<file path="config.mk">
export PLATFORM = sky130hd
export DESIGN_NAME = mkey_latch_ctrl
export DESIGN_NICKNAME = d
export VERILOG_FILES = /design/src/rtl/mkey_pkg.sv /design/src/rtl/mkey_repeat_timer.sv /design/src/rtl/mkey_latch_ctrl.sv
export SDC_FILE = /design/constraint.sdc
export NUM_CORES = 1
export LEC_CHECK = 0
export ABC_AREA = 0
export BUFFER_PORTS_ARGS = -buffer_cell sky130_fd_sc_hd__buf_2
export CAP_MARGIN = 40
export CELL_PAD_IN_SITES_DETAIL_PLACEMENT = 0
export CELL_PAD_IN_SITES_GLOBAL_PLACEMENT = 1
export CORE_MARGIN = 2
export CORE_UTILIZATION = 45
export DETAILED_ROUTE_END_ITERATION = 8
export PLACE_DENSITY_LB_ADDON = 0.1
export SLEW_MARGIN = 20
export SYNTH_ARGS = -nofsm -noshare
export SYNTH_HDL_FRONTEND = slang
export SYNTH_SLANG_ARGS = --single-unit
</file>
<file path="constraint.sdc">
create_clock -name clk -period 5.5 [get_ports clk]
set_input_delay 0.275 -clock clk [delete_from_list [all_inputs] [get_ports clk]]
set_output_delay 0.275 -clock clk [all_outputs]
set_load 0.01 [all_outputs]
</file>
<file path="src/rtl/mkey_pkg.sv">
// ============================================================================
// Module      : mkey_pkg
// Description : Shared types and constants for the magkey latch controller.
// Revision    : 1.0 - initial release
// ============================================================================
`default_nettype none

package mkey_pkg;

  typedef enum logic [1:0] {
    IDLE = 2'd0,
    POP  = 2'd1,
    HOLD = 2'd2
  } mkey_state_t;

  localparam int STROBE_BIT = 7;
  localparam int CODE_W     = 7;

endpackage

`default_nettype wire

</file>
<file path="src/rtl/mkey_repeat_timer.sv">
// ============================================================================
// Module      : mkey_repeat_timer
// Description : Loadable saturating down-counter that paces key auto-repeat.
// Revision    : 1.0 - initial release
// ============================================================================
`default_nettype none

module mkey_repeat_timer #(
  parameter int               CNT_W        = 24,
  parameter logic [CNT_W-1:0] REPEAT_DELAY = 24'd500000,
  parameter logic [CNT_W-1:0] REPEAT_RATE  = 24'd66000
) (
  input  logic clk,
  input  logic rst_n,
  input  logic load_delay,
  input  logic load_rate,
  input  logic en,
  output logic zero
);

  // The counter holds the remaining cycles minus one, so zero is reached
  // exactly one period after the load and the repeat lands on that period.
  localparam logic [CNT_W-1:0] c_delay_m1 = REPEAT_DELAY - CNT_W'(1);
  localparam logic [CNT_W-1:0] c_rate_m1  = REPEAT_RATE  - CNT_W'(1);

  logic [CNT_W-1:0] r_cnt;

  always_ff @(posedge clk) begin
    if (!rst_n) begin
      r_cnt <= '0;
    end else if (load_delay) begin
      r_cnt <= c_delay_m1;
    end else if (load_rate) begin
      r_cnt <= c_rate_m1;
    end else if (!en) begin
      r_cnt <= '0;
    end else if (r_cnt != '0) begin
      r_cnt <= r_cnt - CNT_W'(1);
    end
  end

  assign zero = (r_cnt == '0);

endmodule

`default_nettype wire

</file>
<file path="src/rtl/mkey_latch_ctrl.sv">
// ============================================================================
// Module      : mkey_latch_ctrl
// Description : Pops key codes from the keyboard FIFO, holds them behind a
//               software-cleared strobe and generates auto-repeat.
// Revision    : 1.0 - initial release
// ============================================================================
`default_nettype none

module mkey_latch_ctrl
  import mkey_pkg::*;
#(
  parameter int               CNT_W        = 24,
  parameter logic [CNT_W-1:0] REPEAT_DELAY = 24'd500000,
  parameter logic [CNT_W-1:0] REPEAT_RATE  = 24'd66000
) (
  input  logic       clk,
  input  logic       rst_n,
  input  logic       fifo_empty,
  input  logic [7:0] fifo_kcode,
  output logic       fifo_rdreq,
  input  logic       key_held,
  input  logic       kbd_rd,
  input  logic       kbd_clr,
  output logic [7:0] key_data,
  output logic       strobe
);

  mkey_state_t       r_state, w_state_nxt;
  logic [CODE_W-1:0] r_code, w_code_nxt;
  logic              r_strobe, w_strobe_nxt;
  logic              r_rdreq, w_rdreq_nxt;
  logic              w_load_delay, w_load_rate;
  logic              w_zero, w_armed;
  logic              w_unused;

  // kbd_rd is informational and the FIFO code MSB carries nothing we use.
  assign w_unused = &{1'b0, kbd_rd, fifo_kcode[7]};

  mkey_repeat_timer #(
    .CNT_W        (CNT_W),
    .REPEAT_DELAY (REPEAT_DELAY),
    .REPEAT_RATE  (REPEAT_RATE)
  ) u_timer (
    .clk        (clk),
    .rst_n      (rst_n),
    .load_delay (w_load_delay),
    .load_rate  (w_load_rate),
    .en         (key_held),
    .zero       (w_zero)
  );

  assign w_armed = w_zero & key_held;

  always_comb begin
    w_state_nxt  = r_state;
    w_code_nxt   = r_code;
    w_strobe_nxt = r_strobe;
    w_rdreq_nxt  = r_rdreq;
    w_load_delay = 1'b0;
    w_load_rate  = 1'b0;
    case (r_state)
      IDLE: begin
        // A fresh FIFO key always wins over a pending repeat.
        if (!fifo_empty) begin
          w_code_nxt   = fifo_kcode[CODE_W-1:0];
          w_strobe_nxt = 1'b1;
          w_rdreq_nxt  = 1'b1;
          w_load_delay = 1'b1;
          w_state_nxt  = POP;
        end else if (w_armed) begin
          w_strobe_nxt = 1'b1;
          w_load_rate  = 1'b1;
          w_state_nxt  = HOLD;
        end
      end
      POP: begin
        w_rdreq_nxt = 1'b0;
        w_state_nxt = HOLD;
      end
      HOLD: begin
        if (kbd_clr) begin
          w_strobe_nxt = 1'b0;
          w_state_nxt  = IDLE;
        end
      end
      default: begin
        w_strobe_nxt = 1'b0;
        w_rdreq_nxt  = 1'b0;
        w_state_nxt  = IDLE;
      end
    endcase
  end

  always_ff @(posedge clk) begin
    if (!rst_n) begin
      r_state  <= IDLE;
      r_code   <= '0;
      r_strobe <= 1'b0;
      r_rdreq  <= 1'b0;
    end else begin
      r_state  <= w_state_nxt;
      r_code   <= w_code_nxt;
      r_strobe <= w_strobe_nxt;
      r_rdreq  <= w_rdreq_nxt;
    end
  end

  assign key_data[STROBE_BIT]   = r_strobe;
  assign key_data[CODE_W-1:0]   = r_code;
  assign strobe                 = r_strobe;
  assign fifo_rdreq             = r_rdreq;

endmodule

`default_nettype wire

</file>
# Word-level counts from Yosys, hierarchy flattened
# Index checks and enable logic that the tools add are counted.
# Widths: inputs -> output; s select.
[classes]
n_addsub = 1
n_eq_ne = 7
mux = 19
bitwise = 6
n_reduce_logical = 9
[ops]
columns = ["cell", "count"]
rows = [
  ["$mux 19", 4],
  ["$logic_not 24->1", 1],
  ["$reduce_bool 24->1", 1],
  ["$sub 24x1->24 const B", 1],
  ["$mux 1", 9],
  ["$mux 2", 3],
  ["$pmux 2 s3", 1],
  ["$reduce_and 2->1", 3],
  ["$not 1->1", 5],
  ["$ne 2x2->1 const B", 2],
  ["$ne 4x1->1 const B", 1],
  ["$reduce_or 4->1", 1],
  ["$ne 3x1->1 const B", 1],
  ["$ne 3x3->1 const B", 1],
  ["$pmux 1 s3", 1],
  ["$reduce_and 3->1", 1],
  ["$eq 2x1->1 const B", 1],
  ["$eq 2x2->1 const B", 1],
  ["$logic_not 2->1", 1],
  ["$pmux 1 s2", 1],
  ["$reduce_or 2->1", 1],
  ["$and 1x1->1", 1],
]
[word_totals]
regBits = 35
inputBits = 14
elab_cells = 49

# Depth between registers and ports, before layout
[logic_depth]
depth_word = 7
mapped_depth = 8
mapped_depth_nobuf = 7

# Hierarchy
# From an unflattened synthesis, not the netlist that was laid out.
[hier_totals]
hier_cells = 201
hier_area_um2 = 1762.9
[modules_own_cells]
columns = ["module", "instances", "cells_each", "area_per_inst_um2", "seq_area_each_um2"]
rows = [
  ["mkey_repeat_timer", 1, 153, 1298.7, 480.5],
  ["mkey_latch_ctrl", 1, 48, 464.2, 220.2],
]

# Worst setup path after synthesis
# OpenSTA, ideal clock, no wires.
[synth_timing]
kind = "flip-flop to flip-flop"
start = "register u_timer.r_cnt[0]"
end = "register u_timer.r_cnt[1]"
setup_time_ps = 74
arrival_ps = 1802
setup_slack_ps = 3624
stages_incl_launch_ff = 9
synth_period_minus_slack_ps = 1876
cell_sequence = "dfxtp_1 -> inv_1 -> ha_1 -> nor4b_2 -> nand2_2 -> or3_1 -> buf_6 -> mux2_4 -> o22ai_2"
[synth_between]
elab_chain_cells = 7
elab_cells_between_ends = 12
[synth_rtl]
columns = ["item", "line", "source"]
rows = [
  ["start: declaration", "mkey_repeat_timer.sv:26", "logic [CNT_W-1:0] r_cnt;"],
  ["start signal: assignment", "mkey_repeat_timer.sv:32", "r_cnt <= c_delay_m1;"],
  ["start signal: assignment", "mkey_repeat_timer.sv:34", "r_cnt <= c_rate_m1;"],
  ["start signal: assignment", "mkey_repeat_timer.sv:38", "r_cnt <= r_cnt - CNT_W'(1);"],
  ["branches (longest 7 deep; another with $sub 24x1->24)", "-", ""],
]
# Several ways; the timed one is not identified. The select of a mux whose other input is x is not followed.
# A chain may end at the register's enable or synchronous reset.

# Worst setup path after layout
[layout_timing]
start = "register u_timer.r_cnt[0]"
end = "register u_timer.r_cnt[16]"
# Same word-level chain as after synthesis.

==> impl_metrics.csv <==
group,metric,value,unit
synthesis,syn_inst,194,
sta,grt_setup_unrepaired,"no",
sta,hold_ws,221,ps
setup_path,arrival,2410,ps
route,final_antenna_net_count,0,
clock_network,hold_buffers,0,
sta,slew_viol_final,0,
route,vias,1432,
floorplanning,dieWidth,65.4,um
place,place_congestion,0.879,
synthesis,yosys.area.top_type,"dfxtp_1",
route,drt_iter0_markers,63,
clock_network,clk-insertion-delay-late,290,ps
sta,relSlewSlack,56.7,%
setup_path,critical_path.max_fanout,8,
floorplanning,design.portCount,24,
synthesis,synth_area_leaders,"dfxtp_1 41%, nand2_1 4.6%, xnor2_1 4.6%",
route,routed_wl,3690,um
route,drc_errors,0,
synthesis,ys_warn_count,0,
synthesis,synthDistinctLibCells,46,
finish,fin_nets,232,
sta,period_share,40.9,%
clock_network,cts_buffers,5,
sta,min_period,2250,ps
sta,fmax,0.445,GHz
synthesis,synth_top_area_share,41.3,%
finish,final_common_cell,"dfxtp_1",
setup_path,slowest_delay,540,ps
floorplanning,fp.dieH,65.4,um
finish,fillers,364,
finish,final_util,53.1,%
min_path,hp-class,"input port to flip-flop",
clock_network,cts_tree,"done",
setup_path,endpoint_kind,"flip-flop",
global_routing,grt_first_pass_wirelength,6140,um
floorplanning,start_util,46.7,%
sta,hold_viol_final,0,
clock_network,clock_sinks,35,
global_routing,grt_usage,18.9,%
floorplanning,core_area,3630,um2
sta,setup_viol,0,
finish,syn2layout_area_growth,13.9,%
place,dpl-instance-area,1830,um2
setup_path,crit_type,"flip-flop to flip-flop",
synthesis,yosys_register_bits,35,
sta,clock_skew,6.20,ps
setup_path,crit_required,5660,ps
global_routing,gr-total-overflow,0,
route,vias_per_cell,5.40,
route,drt_pass1_iterations,4,
setup_path,cpMaxStageDelayCell,"or3_1",
finish,fin_area,1930,um2
sta,tightest_slew,646,ps
synthesis,yosys_most_used_dff,"dfxtp_1",
clock_network,ctsResizeCount,0,
global_routing,first_global_vias,1326,
floorplanning,die_area,4270,um2
clock_network,htreeDepth,2,
synthesis,async_reset_ff_share,0,%
place,dpl.hpwl,2670,um
status,status,"finished clean",
synthesis,syn_area,1700,um2
global_routing,grt_max_degree,14,
place,port-buffer-count,21,
power,total_power,0.674,mW
route,avgRoutedWirePerCell,13.9,um
setup_path,start_kind,"flip-flop",
finish,num_antenna_cells,0,
setup_path,path_cells,"inv_1 -> ha_1 -> nor4b_2 -> nand2_2 -> or3_1 -> o21bai_1 -> o21ai_0",
finish,layout-drive-gt1-share,20.3,%
sta,tns,0,ps
clock_network,ctsRootBufferMaster,"clkbuf_8",
power,p_leak,0.763,nW
finish,final_cell_mix,"35 x dfxtp_1, 21 x nand2_1, 21 x buf_2, 20 x nor2_1, 15 x a21oi_1",
clock_network,clk_pin_slew,70,ps
synthesis,yosysSeqAreaShare,41.3,%
synthesis,synth_edf_count,0,
power,powerDensity,349,nW/um2
synthesis,postSynthAreaPerCell,8.74,um2
flow_run,cap_violations,0,
clock_network,cts_setup_buffers,0,
power,ir_drop,0.166,mV
floorplanning,row_count,22,
global_routing,antenna_found_initial,0,
synthesis,syn_nets,210,
clock_network,cts.path.max_buffers,2,
## logic make-up (layout without fill, tap and decap cells)
group,after synthesis,in the layout,share of synthesized area (%)
buffers and inverters,11,34,3.10
and+or+nand+nor,85,85,28.4
xor gates and xnor gates,16,16,8.27
AOI/OAI and AO/OA,43,43,15.9
adders and majority gates,2,2,1.48
DFF,35,35,41.3
muxes,2,2,1.48
## path summary, 6_finish.rpt
path                            slack [ps]           endpoint        startpoint  depth (start not counted)
worst min-delay path                   220          r_code[6]     fifo_kcode[6]                          3
worst max register to register        3250  u_timer.r_cnt[16]  u_timer.r_cnt[0]                          7
worst min register to register         460          r_code[0]         r_code[0]                          2
worst max-delay path                  3250  u_timer.r_cnt[16]  u_timer.r_cnt[0]                          7
## metal layers
metal	vias up	track usage [%]	part of all wire [%]
li1	736	-	-
met1	656	23.0	47
met2	34	31.6	47
met3	6	5.31	4.5
met4	0	7.55	1.7
met5	-	0	0
## layout make-up
class | count | area (um2) | share of cell area (%)
inverters | 4 | 15.0 | 0.778
clock buffers | 8 | 100 | 5.18
repair buffers | 22 | 113 | 5.83
well taps | 48 | 60.1 | 3.11
flip-flops and latches | 35 | 701 | 36.3
multi-input cells | 148 | 942 | 48.8
## metrics by stage
stage          setup WS (ps)  cells
2_1_floorplan           3620    194
4_1_cts                 3250    265
5_1_grt                 3070    265
6_report                3250    265
3_5_place_dp            3270    257
3_3_place_gp            3290    257
## synthesized netlist by cell type, types with 2 or more instances
master and instances:
dfxtp_1 35, inv_1 4, nand3_1 7, clkbuf_1 5, o31ai_1 3, nor3_1 5
or4_1 2, nor4_1 7, ha_1 2, nor2_1 20, o21ai_0 11, a31oi_1 2
or3_1 6, nor4b_1 2, nor3_2 4, nand2_1 21, xnor2_1 9, xor2_1 7
a21oi_1 15
## flip-flops by register name, summed over array words and instances (netlist names)
register,count
strobe,1
r_code,7
u_timer.r_cnt,24
r_state,2
fifo_rdreq,1
## critical path, delay by kind of cell, from the launching register on
kind                     cells  cell delay (ps)
AO/OA/AOI/OAI                2              490
flip-flops                   1              360
buffers and inverters        1              100
AND/OR/NAND/NOR              3             1010
adder cells (fa/ha/maj)      1              150
## power by group
group / internal [mW] / switching (mW) / leakage, nW / total, mW
sequential: 0.275 / 0.0236 / 0.287 / 0.299
clock: 0.114 / 0.0935 / 0.0515 / 0.208
combinational: 0.0694 / 0.0980 / 0.424 / 0.167
total: 0.459 / 0.215 / 0.763 / 0.674
No activity file was read; power rests on OpenSTA's default activity.
